File: src/rtl/instr_fetch_sequencer.sv
// Aligns a 32-bit fetch stream into variable-length instructions for the decoder.
// Valid rises 1 cycle after enough bytes are buffered; fetch stalls once more than 12 bytes are held.

module instr_fetch_sequencer #(
   parameter logic [31:0] RESET_PC = 32'h0
) (
   input  logic        i_clk,
   input  logic        i_reset,
   input  logic        i_flush,
   input  logic [31:0] i_flush_pc,
   input  logic        i_mem_valid,
   input  logic [31:0] i_mem_data,
   output logic        o_mem_ready,
   output logic        o_dec_valid,
   input  logic        i_dec_ready,
   output logic [95:0] o_dec_data,
   output logic [3:0]  o_instr_len,
   output logic [31:0] o_pc,
   output logic        o_unsupported
);

   typedef enum logic [1:0] {S_FETCH, S_LEN, S_WAIT, S_ISSUE} state_t;

   state_t      state_q;
   logic [7:0]  buf_q [16];
   logic [3:0]  wr_ptr_q, wr_ptr_d;
   logic [3:0]  rd_ptr_q, rd_ptr_d;
   logic [4:0]  count_q, count_d;
   logic [31:0] pc_q;
   logic        valid_q;
   logic        unsup_q;
   logic [3:0]  len_q;
   logic [95:0] data_q;

   logic        push;
   logic        pop;
   logic [3:0]  pop_len;
   logic [95:0] win;
   logic [3:0]  len_c;
   logic        unsup_c;

   function automatic logic [3:0] ext_len(input logic [1:0] md, input logic [2:0] rm,
                                          input logic [2:0] sib_base);
      logic [3:0] e;
      e = 4'd0;
      case (md)
         2'b00: begin
            if (rm == 3'b101)
               e = 4'd4;
            else if (rm == 3'b100)
               e = (sib_base == 3'b101) ? 4'd5 : 4'd1;
         end
         2'b01:   e = (rm == 3'b100) ? 4'd2 : 4'd1;
         2'b10:   e = (rm == 3'b100) ? 4'd5 : 4'd4;
         default: e = 4'd0;
      endcase
      return e;
   endfunction

   // 12-byte view starting at the oldest buffered byte; wraps around the ring.
   always_comb begin
      win = '0;
      for (int k = 0; k < 12; k++)
         win[k*8 +: 8] = buf_q[rd_ptr_q + 4'(k)];
   end

   always_comb begin : length_decode
      logic [3:0] ext;
      ext     = ext_len(win[15:14], win[10:8], win[18:16]);
      len_c   = 4'd1;
      unsup_c = 1'b0;
      case (win[7:0])
         8'h00, 8'h01, 8'h02, 8'h03, 8'h8B: len_c = 4'd2 + ext;
         8'h04:         len_c = 4'd2;
         8'h05:         len_c = 4'd5;
         8'h80, 8'h83:  len_c = 4'd3 + ext;
         8'h81:         len_c = 4'd6 + ext;
         default: begin
            len_c   = 4'd1;
            unsup_c = 1'b1;
         end
      endcase
   end

   assign o_mem_ready = i_reset && !i_flush && (count_q <= 5'd12);
   assign push        = i_mem_valid && o_mem_ready;
   assign pop         = (state_q == S_ISSUE) && i_dec_ready;
   assign pop_len     = pop ? len_q : 4'd0;
   assign count_d     = count_q + (push ? 5'd4 : 5'd0) - {1'b0, pop_len};
   assign wr_ptr_d    = push ? wr_ptr_q + 4'd4 : wr_ptr_q;
   assign rd_ptr_d    = rd_ptr_q + pop_len;

   always_ff @(posedge i_clk) begin
      if (push) begin
         for (int k = 0; k < 4; k++)
            buf_q[wr_ptr_q + 4'(k)] <= i_mem_data[k*8 +: 8];
      end
   end

   always_ff @(posedge i_clk or negedge i_reset) begin
      if (!i_reset) begin
         state_q  <= S_FETCH;
         count_q  <= 5'd0;
         wr_ptr_q <= 4'd0;
         rd_ptr_q <= 4'd0;
         pc_q     <= RESET_PC;
         valid_q  <= 1'b0;
         unsup_q  <= 1'b0;
         len_q    <= 4'd0;
         data_q   <= '0;
      end else if (i_flush) begin
         state_q  <= S_FETCH;
         count_q  <= 5'd0;
         wr_ptr_q <= 4'd0;
         rd_ptr_q <= 4'd0;
         pc_q     <= i_flush_pc;
         valid_q  <= 1'b0;
      end else begin
         count_q  <= count_d;
         wr_ptr_q <= wr_ptr_d;
         rd_ptr_q <= rd_ptr_d;
         case (state_q)
            S_FETCH: begin
               if (count_q >= 5'd3)
                  state_q <= S_LEN;
            end
            S_LEN: begin
               len_q   <= len_c;
               unsup_q <= unsup_c;
               // Skip WAIT when the whole instruction is already buffered.
               if (count_q >= {1'b0, len_c}) begin
                  state_q <= S_ISSUE;
                  valid_q <= 1'b1;
                  data_q  <= win;
               end else begin
                  state_q <= S_WAIT;
               end
            end
            S_WAIT: begin
               if (count_q >= {1'b0, len_q}) begin
                  state_q <= S_ISSUE;
                  valid_q <= 1'b1;
                  data_q  <= win;
               end
            end
            S_ISSUE: begin
               if (i_dec_ready) begin
                  state_q <= S_FETCH;
                  valid_q <= 1'b0;
                  pc_q    <= pc_q + {28'd0, len_q};
               end
            end
            default: state_q <= S_FETCH;
         endcase
      end
   end

   assign o_dec_valid   = valid_q;
   assign o_dec_data    = data_q;
   assign o_instr_len   = len_q;
   assign o_pc          = pc_q;
   assign o_unsupported = unsup_q;

endmodule

File: config.mk
export PLATFORM = sky130hd
export DESIGN_NAME = instr_fetch_sequencer
export DESIGN_NICKNAME = d
export VERILOG_FILES = /design/src/rtl/instr_fetch_sequencer.sv
export SDC_FILE = /design/constraint.sdc
export NUM_CORES = 1
export LEC_CHECK = 0
export CORE_ASPECT_RATIO = 2
export CORE_UTILIZATION = 35
export DETAILED_ROUTE_END_ITERATION = 10
export MAX_ROUTING_LAYER = met4
export PLACE_DENSITY = 0.55
export SYNTH_ARGS = -nofsm -noshare
export SYNTH_HDL_FRONTEND = slang
export SYNTH_SLANG_ARGS = --single-unit
File: constraint.sdc
create_clock -name i_clk -period 12.7 [get_ports i_clk]
set_input_delay 2.54 -clock i_clk [delete_from_list [all_inputs] [get_ports i_clk]]
set_output_delay 2.54 -clock i_clk [all_outputs]
set_load 0.01 [all_outputs]
==> results by group, run 1 <==
Run status
  • Outcome: finished clean

Floorplan
  • Initial core utilization: between 30% and 40%
  • Total core area: 0.0502 mm²
  • Die X: 162 µm
  • Die Span Y: approximately 320 µm
  • Die area: approximately 0.052 mm²
  • # IOs: a little over 200
  • FP Rows: between 100 and 150

Drt
  • DR vias/cell: about 5.5
  • Iter 0 DRT Violations: 852
  • Total Routed Length: 51.3 mm
  • Final ANT Viol Nets: 0
  • WL per Instance: between 20 and 25 µm
  • DR vias: approximately 13000
  • Pre-antenna DRT Iters: 6
  • DRC Markers: 0

GRT
  • Number of global-route vias before repair: 12900
  • GR Overflow Total: 0
  • Pin count of the biggest net entering global routing: between 100 and 150
  • Global-route wire length before repair: just under 80 mm
  • Gr usage total: roughly a fifth
  • Initial antenna violation count: 0

Timing
  • Final Skew: 14.4 ps
  • Unrepaired setup endpoints after global routing: no
  • Worst slew pin tran: 1070 ps
  • Setup TNS: 0 ps
  • Max_slew headroom: ~28%
  • Final hold vios: 0
  • FMAX: 132 MHz
  • Period utilization: approximately three fifths
  • Hold WS: 481 ps
  • Max-slew violation count: 0
  • Min cycle time layout: around 7600 ps
  • Setup Viol. Count Final: 0

Setup path
  • CP max FO: around 110
  • WP data required: around 13000 ps
  • Flop2flop setup slack: 5120 ps
  • Worst Path Arrival: approximately 8000 ps
  • Type of origin of the critical path: register
  • Worst R2R Path Depth: 19
  • Kind of end point of the critical path: register
  • Crit Path Class: register to register

Placement
  • Cells after DPL: between 2000 and 2500
  • IO buf count: ~200
  • Placed cell areas: roughly 0.020 mm²
  • GP Congestion: 0.866
  • DPL Wire Length: ~40 mm

Job
  • MaxCap Viol Count: 0

Power and ir drop
  • Worst VDD drop: between 0.00009 and 0.0001 V
  • Leak: 0.00791 µW
  • Power density cells: 155 mW/mm²

CTS
  • H-tree level count: 1
  • Clock slew at reported path FFs: 80 ps
  • Postcts setup bufs: 0
  • Hold Buf Count CTS: 0
  • Clk sink count: 275
  • Maximum clock path buffer count: 3
  • CTS tree: yes
  • Num CTS Buffers: 26
  • Root buffer cell: clkbuf_16
  • Post_cts resized: 0
  • Clk_lat worst skew: 570 ps

Layout
  • Finished Core Util: between 40 and 50%
  • Fin cells: about 2300
  • Syn-to-layout area delta: 19.5%
  • Nets: 1760
  • Seq. cell area: between 0.007 and 0.008 mm²
  • Final instance area: 0.0213 mm²
  • Antenna diode count: 0
  • Fillers: around 4700
  • Share of layout cells above drive strength 1: between 10% and 20%
  • Multi-input logic area: 0.00970 mm²

Worst hold path
  • Min-delay worst type: register to register
  • Worst hold path depth: 2

Synth
  • Post-Syn Nets: 1603
  • Unique cell type count in the Yosys netlist: 68
  • Post-synth EDFFs: approximately 130
  • Syn Area/Cell: around 12 µm²
  • Ys flop type: dfrtp_1
  • Sequential area share after synthesis: roughly 42%
  • Mapped Cells: between 1000 and 1500
  • Synth Register Bits: around 280
  • Post-synthesis instance area: about 0.018 mm²
  • Async S/R FF share, synth: a little over half
  • YS warnings: 0
-- final cells by class --
type | count | area share, %
clock buffer | 28 | 3.19
tap | 649 | 3.81
sequential | 275 | 35.4
inverter | 39 | 0.687
multi-input combinational | 1080 | 45.5
timing repair buffer | 226 | 10.3
clock inverter | 20 | 1.09
-- final timing paths --
| path | from | endpoint |
|---|---|---|
| min in group asynchronous | i_reset | wr_ptr_q[2]$_DFFE_PN0N_ |
| worst min register to register | o_dec_data[25]$_DFFE_PN0P_ | o_dec_data[25]$_DFFE_PN0P_ |
| worst max-delay path | rd_ptr_q[0]$_DFF_PN0_ | o_dec_data[13]$_DFFE_PN0P_ |
| worst min-delay path | o_dec_data[25]$_DFFE_PN0P_ | o_dec_data[25]$_DFFE_PN0P_ |
| worst max register to register | rd_ptr_q[0]$_DFF_PN0_ | o_dec_data[13]$_DFFE_PN0P_ |
| max in group asynchronous | i_reset | o_dec_data[52]$_DFFE_PN0P_ |
-- placed cells by master (no fill, tap or decap), drive strengths merged, types with 25 or more instances in the layout --
cell type / instances
a21oi: 49
buf: 25
clkbuf: 28
clkdlybuf4s50: 201
dfrtp: 147
edfxtp: 128
ha: 38
inv: 43
mux2: 69
mux2i: 45
mux4: 185
nand2: 374
nor2: 55
o21ai: 96
-- per-stage QoR --
| step | worst slack (ps) | power (µW) |
|---|---|---|
| floorplan | 6470 | 1910 |
| global placement | 5330 | 2470 |
| detailed placement | 5160 | 2500 |
| CTS | 5140 | 3340 |
| global route | 4510 | 3480 |
| finish | 5120 | 3310 |
-- critical path, cell delays in order (launching register included) --
cell	delay, ps
dfrtp_4	960
inv_1	460
ha_2	450
buf_4	660
mux4_2	610
mux2i_1	180
mux2i_1	170
nor3_2	280
mux2i_1	300
ha_1	220
nor4_1	60
or3b_1	380
and2_1	170
ha_1	270
a21oi_1	170
o211ai_1	150
nand4b_1	140
buf_4	400
buf_4	830
mux2_2	420
-- cell usage after synthesis (8+ instances only) --
| master | instances | share of area [%] |
|---|---|---|
| mux4_2 | 162 | 20 |
| nand3_1 | 13 | 0.37 |
| o21ai_0 | 94 | 2.6 |
| ha_1 | 38 | 2.7 |
| nor2b_1 | 9 | 0.32 |
| clkbuf_1 | 60 | 1.3 |
| nor3_1 | 9 | 0.25 |
| a21oi_1 | 48 | 1.3 |
| nand2_1 | 374 | 7.9 |
| mux2i_1 | 45 | 2.5 |
| mux2_2 | 69 | 4.4 |
| edfxtp_1 | 128 | 22 |
| inv_1 | 32 | 0.67 |
| dfrtp_1 | 147 | 21 |
| and3_1 | 8 | 0.28 |
| nor2_1 | 55 | 1.2 |
| xor2_1 | 21 | 1.0 |
| xnor2_1 | 24 | 1.2 |
| buf_2 | 16 | 0.45 |
| mux4_1 | 23 | 3.4 |
-- where the power goes --
group	total, µW	switching [µW]	internal, µW
clock network	840	379	460
registers	1290	169	1120
logic	1180	545	631
-- logic make-up (layout without fill, tap and decap cells) --
kind of cell / count (synthesis) / in the layout / share of synthesized area [%]
DFF: 275 / 275 / 42.2
adders and majority gates: 43 / 43 / 3.23
AOI/OAI and AO/OA: 187 / 187 / 6.09
xor gates and xnor gates: 47 / 47 / 2.39
buffers and inverters: 136 / 313 / 3.60
muxes: 299 / 299 / 30.8
and+or+nand+nor: 504 / 504 / 11.7
-- flip-flops by register name, indices dropped and copies added, names as in the netlist --
register,count
o_instr_len,4
state_q,2
rd_ptr_q,4
o_dec_valid,1
o_pc,32
buf_q,128
o_unsupported,1
count_q,5
wr_ptr_q,2
o_dec_data,96
-- metal layers --
metal  vias to the layer above  GRT usage [%]  wire length [µm]
li1                       5853              -                 -
met1                      6361           23.6             19800
met2                       445           36.1             26700
met3                        95           2.54              2860
met4                         0           8.09              2030
met5                         -              -                 0
(Power assumes the default switching activity.)
==> run 2, diff against run 1 <==
clock period = 7.5 ns   (was 12.7 ns; I/O delays follow)
==> run 2 against run 1 <==
Compared with the run above: via count increased by 0.72%; sequential share of layout area decreased by 0.17 points; first-iteration DRC count shrank 9.3%; combinational power increased by 73%; clock-buffer cell count is 3 higher; sequential cell count did not move; register-to-register slack got worse by 4000 ps; critical path depth fell by 1; global-route usage grew 0.34 points; fmax grew 19%; largest cell class unchanged.
==> results by group, run 2 (same netlist as run 1, synthesis figures left out) <==
Run status
  • Outcome: finished clean

Power and ir drop
  • NetSw: around 1800 µW
  • Clock share of power: roughly a quarter
  • Internal power: approximately 3800 µW
  • Sw Ratio: between 30 and 40%
  • Seq pwr share: about two fifths
  • Power density cells: 263 mW/mm²
  • Worst VDD drop: approximately 0.00018 V
  • Leak: ~0.008 µW
  • Combinational fraction of design power: about 36%

Timing
  • Final hold vios: 0
  • Min cycle time layout: 6350 ps
  • Max-slew violation count: 0
  • Final WS setup: between 1000 and 1500 ps
  • Hold WS: roughly 480 ps
  • Worst slew pin tran: approximately 1100 ps
  • Unrepaired setup endpoints after global routing: no
  • Setup Viol. Count Final: 0
  • Final Skew: 15.6 ps
  • Max_slew headroom: between 20% and 30%
  • Setup TNS: 0 ps
  • Period utilization: 84.7%
  • FMAX: 157 MHz

Drt
  • Iter 0 DRT Violations: around 770
  • Pre-antenna DRT Iters: 5
  • WL per Instance: roughly 22 µm
  • DRC Markers: 0
  • Final ANT Viol Nets: 0
  • DR vias: roughly 13000
  • DR vias/cell: 5.52
  • Total Routed Length: ~52 mm

CTS
  • Clk sink count: around 280
  • H-tree level count: 1
  • Maximum clock path buffer count: 3
  • Clock slew at reported path FFs: around 70 ps
  • Postcts setup bufs: 0
  • CTS tree: yes
  • Clk_lat worst skew: approximately 570 ps
  • Post_cts resized: 0
  • Num CTS Buffers: 26
  • Root buffer cell: clkbuf_16
  • Hold Buf Count CTS: 0

Setup path
  • Type of origin of the critical path: register
  • Crit Path Class: register to register
  • Worst Path Arrival: around 6800 ps
  • Kind of end point of the critical path: register
  • CP max FO: 74
  • WP data required: around 8000 ps

GRT
  • Number of global-route vias before repair: between 10000 and 15000
  • Global-route wire length before repair: ~80 mm
  • Pin count of the biggest net entering global routing: 137
  • Gr usage total: between 20% and 30%
  • Initial antenna violation count: 0
  • GR Overflow Total: 0

Layout
  • Fillers: roughly 4700
  • Commonest non-fill, non-tap cell in the layout: nand2_1
  • Max reg flops: about 130
  • Antenna diode count: 0
  • Seq. cell area: around 0.0075 mm²
  • Share of layout cells above drive strength 1: 20.0%
  • Multi-input logic area: roughly 0.0097 mm²
  • Final instance area: 0.0214 mm²
  • Nets: 1772
  • Syn-to-layout area delta: 20.1%
  • Register with the most flip-flops: buf_q
  • Most frequent cells in the layout: 374 x nand2_1, 201 x clkdlybuf4s50_1, 162 x mux4_2
  • Fin cells: ~2300

Floorplan
  • Total core area: about 0.05 mm²
  • FP Rows: 116
  • Die Span Y: between 300 and 400 µm
  • Initial core utilization: between 30% and 40%
  • Die area: slightly above 0.05 mm²
  • # IOs: between 200 and 250
  • Die X: between 150 and 200 µm

Placement
  • DPL Wire Length: between 40 and 50 mm
  • GP Congestion: roughly 0.9
  • Cells after DPL: between 2000 and 2500
  • Placed cell areas: slightly above 0.02 mm²
  • Place WS: about 1100 ps
  • IO buf count: 203

Worst hold path
  • Min-delay worst type: register to register

Job
  • MaxCap Viol Count: 0
[run 2: changes by cell type in the layout (fill, tap and decap cells not counted), sizes merged]
cell	before	now
buf	25	37
inv	43	39
clkbuf	28	31
clkinv	9	7
clkinvlp	4	6
bufinv	3	4
[run 2: metal layers]
metal	vias up	global-route usage, %	part of all wire [%]
li1	5866	-	-
met1	6446	23.4	38
met2	447	38.0	54
met3	87	2.15	4.7
met4	0	7.59	3.5
met5	-	-	0
[run 2: worst paths after layout]
kind | from | end | slack, ps | cells after the start
setup / recovery | rd_ptr_q[1]$_DFF_PN0_ | o_dec_data[93]$_DFFE_PN0P_ | 1150 | 18
hold / removal | o_dec_data[91]$_DFFE_PN0P_ | o_dec_data[91]$_DFFE_PN0P_ | 480 | 2
setup reg to reg | rd_ptr_q[1]$_DFF_PN0_ | o_dec_data[93]$_DFFE_PN0P_ | 1150 | 18
hold reg to reg | o_dec_data[91]$_DFFE_PN0P_ | o_dec_data[91]$_DFFE_PN0P_ | 480 | 2
max in group asynchronous | i_reset | o_dec_data[60]$_DFFE_PN0P_ | 4980 | 2
min in group asynchronous | i_reset | wr_ptr_q[3]$_DFFE_PN0N_ | 930 | 1
[run 2: area by class of cell]
class | count | area share, %
multi-input combinational | 1080 | 45.3
inverter | 39 | 0.684
clock inverter | 17 | 0.994
clock buffer | 31 | 3.23
timing repair buffer | 238 | 10.8
tap | 649 | 3.79
sequential | 275 | 35.2
[run 2: power groups by stage]
stage / Sequential [µW] / Combinational (µW) / Clock [µW]
6_report: 2170 / 2040 / 1420
3_5_place_dp: 2210 / 2050 / 0
3_3_place_gp: 2200 / 2020 / 0
5_1_grt: 2210 / 2220 / 1500
4_1_cts: 2180 / 2060 / 1460
2_1_floorplan: 2230 / 997 / 0
[run 2: through the flow]
step                utilization, %  total power (µW)
floorplan                        -              3230
global placement              40.8              4220
detailed placement            40.8              4260
CTS                           42.6              5700
global route                  42.6              5930
finish                        42.6              5630
[run 2: worst max-delay path, cell delays in order, from the launching register on]
cell      delay (ps)
dfrtp_4          580
buf_4            460
ha_1             320
xor2_2           790
mux2i_1          210
mux2i_1          410
o21ba_1          240
or3_4            350
fa_1             430
o22a_1           230
and2_1           150
ha_1             270
a21oi_1           70
o211ai_1         250
nand4b_1         600
buf_12           440
buf_4            230
nand2_1           60
o21ai_0           70
==> run 3, diff against run 2 <==
clock period = 6.2 ns   (was 7.5 ns; I/O delays follow)
==> run 3 against run 2 <==
Compared with the run above: via count up 0.18%; clock-buffer cell count unchanged; worst hold slack worse by 18 ps; sequential cell count unchanged; clock power up 21%; final cell count up 0.39%; sequential power up 21%; core utilization up 0.26 points; wire length down 0.21%.
==> results by group, run 3 (same netlist as run 1, synthesis figures left out) <==
Run status
  • Outcome: finished clean

CTS
  • H-tree level count: 1
  • Hold Buf Count CTS: 0
  • Maximum clock path buffer count: 3
  • Postcts setup bufs: 0
  • Clk sink count: approximately 280
  • Clock slew at reported path FFs: 80 ps
  • Post_cts resized: 0
  • Root buffer cell: clkbuf_16
  • Clk_lat worst skew: roughly 570 ps
  • Num CTS Buffers: 27
  • CTS tree: yes

Setup path
  • WP data required: around 6600 ps
  • Reg2reg start: rd_ptr_q[1]$_DFF_PN0_
  • Worst Path Arrival: ~6200 ps
  • Reg2reg end: o_dec_data[12]$_DFFE_PN0P_
  • Kind of end point of the critical path: register
  • Worst R2R Path Depth: 18
  • Crit Path Class: register to register
  • Flop2flop setup slack: just under 500 ps
  • Type of origin of the critical path: register
  • CP max FO: 57
  • Setup crit start: rd_ptr_q[1]$_DFF_PN0_

Power and ir drop
  • Power density cells: 316 mW/mm²
  • Combinational fraction of design power: around 36%
  • Leak: ~0.0081 µW
  • Internal power: between 4000 and 5000 µW
  • Post-layout power: 6810 µW
  • Clock share of power: around a quarter
  • Sw Ratio: about a third
  • Worst VDD drop: ~0.00028 V
  • Seq pwr share: 38.5%
  • NetSw: 2190 µW

Placement
  • DPL Wire Length: between 40 and 50 mm
  • IO buf count: around 200
  • GP Congestion: about 0.87

Layout
  • Share of layout cells above drive strength 1: 20.3%
  • Commonest non-fill, non-tap cell in the layout: nand2_1
  • Antenna diode count: 0
  • Syn-to-layout area delta: 20.8%
  • Register with the most flip-flops: buf_q
  • Fillers: between 4000 and 5000
  • Nets: 1782
  • Multi-input logic area: between 0.009 and 0.01 mm²
  • Most frequent cells in the layout: 374 x nand2_1, 201 x clkdlybuf4s50_1, 162 x mux4_2
  • Max reg flops: ~130
  • Seq. cell area: 0.00753 mm²

GRT
  • Pin count of the biggest net entering global routing: between 80 and 90
  • Number of global-route vias before repair: about 13000
  • Gr usage total: a little over a fifth
  • Initial antenna violation count: 0
  • GR Overflow Total: 0
  • Global-route wire length before repair: approximately 80 mm

Timing
  • Period utilization: 92.1%
  • Unrepaired setup endpoints after global routing: no
  • Setup Viol. Count Final: 0
  • Hold WS: around 460 ps
  • Final Skew: between 10 and 15 ps
  • Final hold vios: 0
  • FMAX: about 180 MHz
  • Min cycle time layout: about 5700 ps
  • Worst slew pin tran: approximately 1100 ps
  • Max_slew headroom: approximately 29%
  • Max-slew violation count: 0

Drt
  • Total Routed Length: about 52 mm
  • DR vias/cell: about 5.5
  • DR vias: about 13000
  • Final ANT Viol Nets: 0
  • WL per Instance: about 22 µm
  • Iter 0 DRT Violations: approximately 900
  • Pre-antenna DRT Iters: 5
  • DRC Markers: 0

Floorplan
  • # IOs: approximately 200
  • Die area: just over 0.05 mm²
  • Die Span Y: 321 µm
  • FP Rows: 116
  • Total core area: 0.0502 mm²
  • Initial core utilization: 35.5%
  • Die X: around 160 µm

Job
  • MaxCap Viol Count: 0

Worst hold path
  • Min-delay worst type: input port to asynchronous set/reset pin
==> run 3: changes by cell type in the layout (fill, tap and decap cells not counted), moves of 2 or more <==
cell / change
clkinvlp_4: -4
xor2_2: -2
buf_12: +5
xor2_1: +2
buf_4: +4
clkinv_4: +2
==> run 3: worst max-delay path, cell delays in order, from the launching register on <==
cell      delay (ps)
dfrtp_4          620
inv_1            200
ha_2             670
buf_4            250
mux4_2           310
mux2i_1          210
mux2_2           320
inv_1            110
or3_4            410
fa_1             450
o22a_1           240
and2_1           140
ha_1             270
a21oi_1          180
o211ai_1         160
nand4b_1         190
buf_12           210
buf_12           260
mux2_2           360
==> run 3: how the worst max path moves through the flow <==
stage          slack [ps]  cells past startpoint                    endpoint
6_report              490                     18  o_dec_data[12]$_DFFE_PN0P_
5_1_grt                80                     19  o_dec_data[33]$_DFFE_PN0P_
4_1_cts               460                     19  o_dec_data[81]$_DFFE_PN0P_
3_5_place_dp          510                     18  o_dec_data[33]$_DFFE_PN0P_
3_3_place_gp          670                     18  o_dec_data[33]$_DFFE_PN0P_
2_1_floorplan         -30                     24  o_dec_data[11]$_DFFE_PN0P_
==> run 3: metrics by stage <==
| step | instance area (µm²) | setup TNS [ps] | cells | utilization, % | setup WS, ps |
|---|---|---|---|---|---|
| floorplan | 17800 | -1550 | 1491 | - | -30.1 |
| global placement | 20600 | 0 | 2290 | 41.1 | 672 |
| detailed placement | 20600 | 0 | 2290 | 41.1 | 512 |
| CTS | 21500 | 0 | 2338 | 42.9 | 458 |
| global route | 21500 | 0 | 2338 | 42.9 | 75.9 |
| finish | 21500 | 0 | 2338 | 42.9 | 489 |
==> run 3: layout make-up <==
class / instances / share of cell area (%)
timing repair buffer: 247 / 11.4
clock buffer: 31 / 3.25
tap: 649 / 3.77
inverter: 39 / 0.680
clock inverter: 17 / 0.988
sequential: 275 / 35.0
multi-input combinational: 1080 / 45.0
==> run 3: metal layers <==
| layer | vias up | track usage (%) | wire [µm] |
|---|---|---|---|
| met5 | - | - | 0 |
| met4 | 0 | 8.45 | 2060 |
| met3 | 97 | 2.27 | 2770 |
| met2 | 453 | 37.5 | 27700 |
| met1 | 6425 | 23.5 | 19600 |
| li1 | 5894 | - | - |
==> run 3: power by group through the flow <==
| stage | combinational [µW] | sequential [µW] | clock (µW) |
|---|---|---|---|
| finish | 2470 | 2620 | 1720 |
| global placement | 2460 | 2660 | 0 |
| floorplan | 1210 | 2700 | 0 |
| detailed placement | 2490 | 2670 | 0 |
| CTS | 2490 | 2630 | 1760 |
| global route | 2680 | 2670 | 1810 |
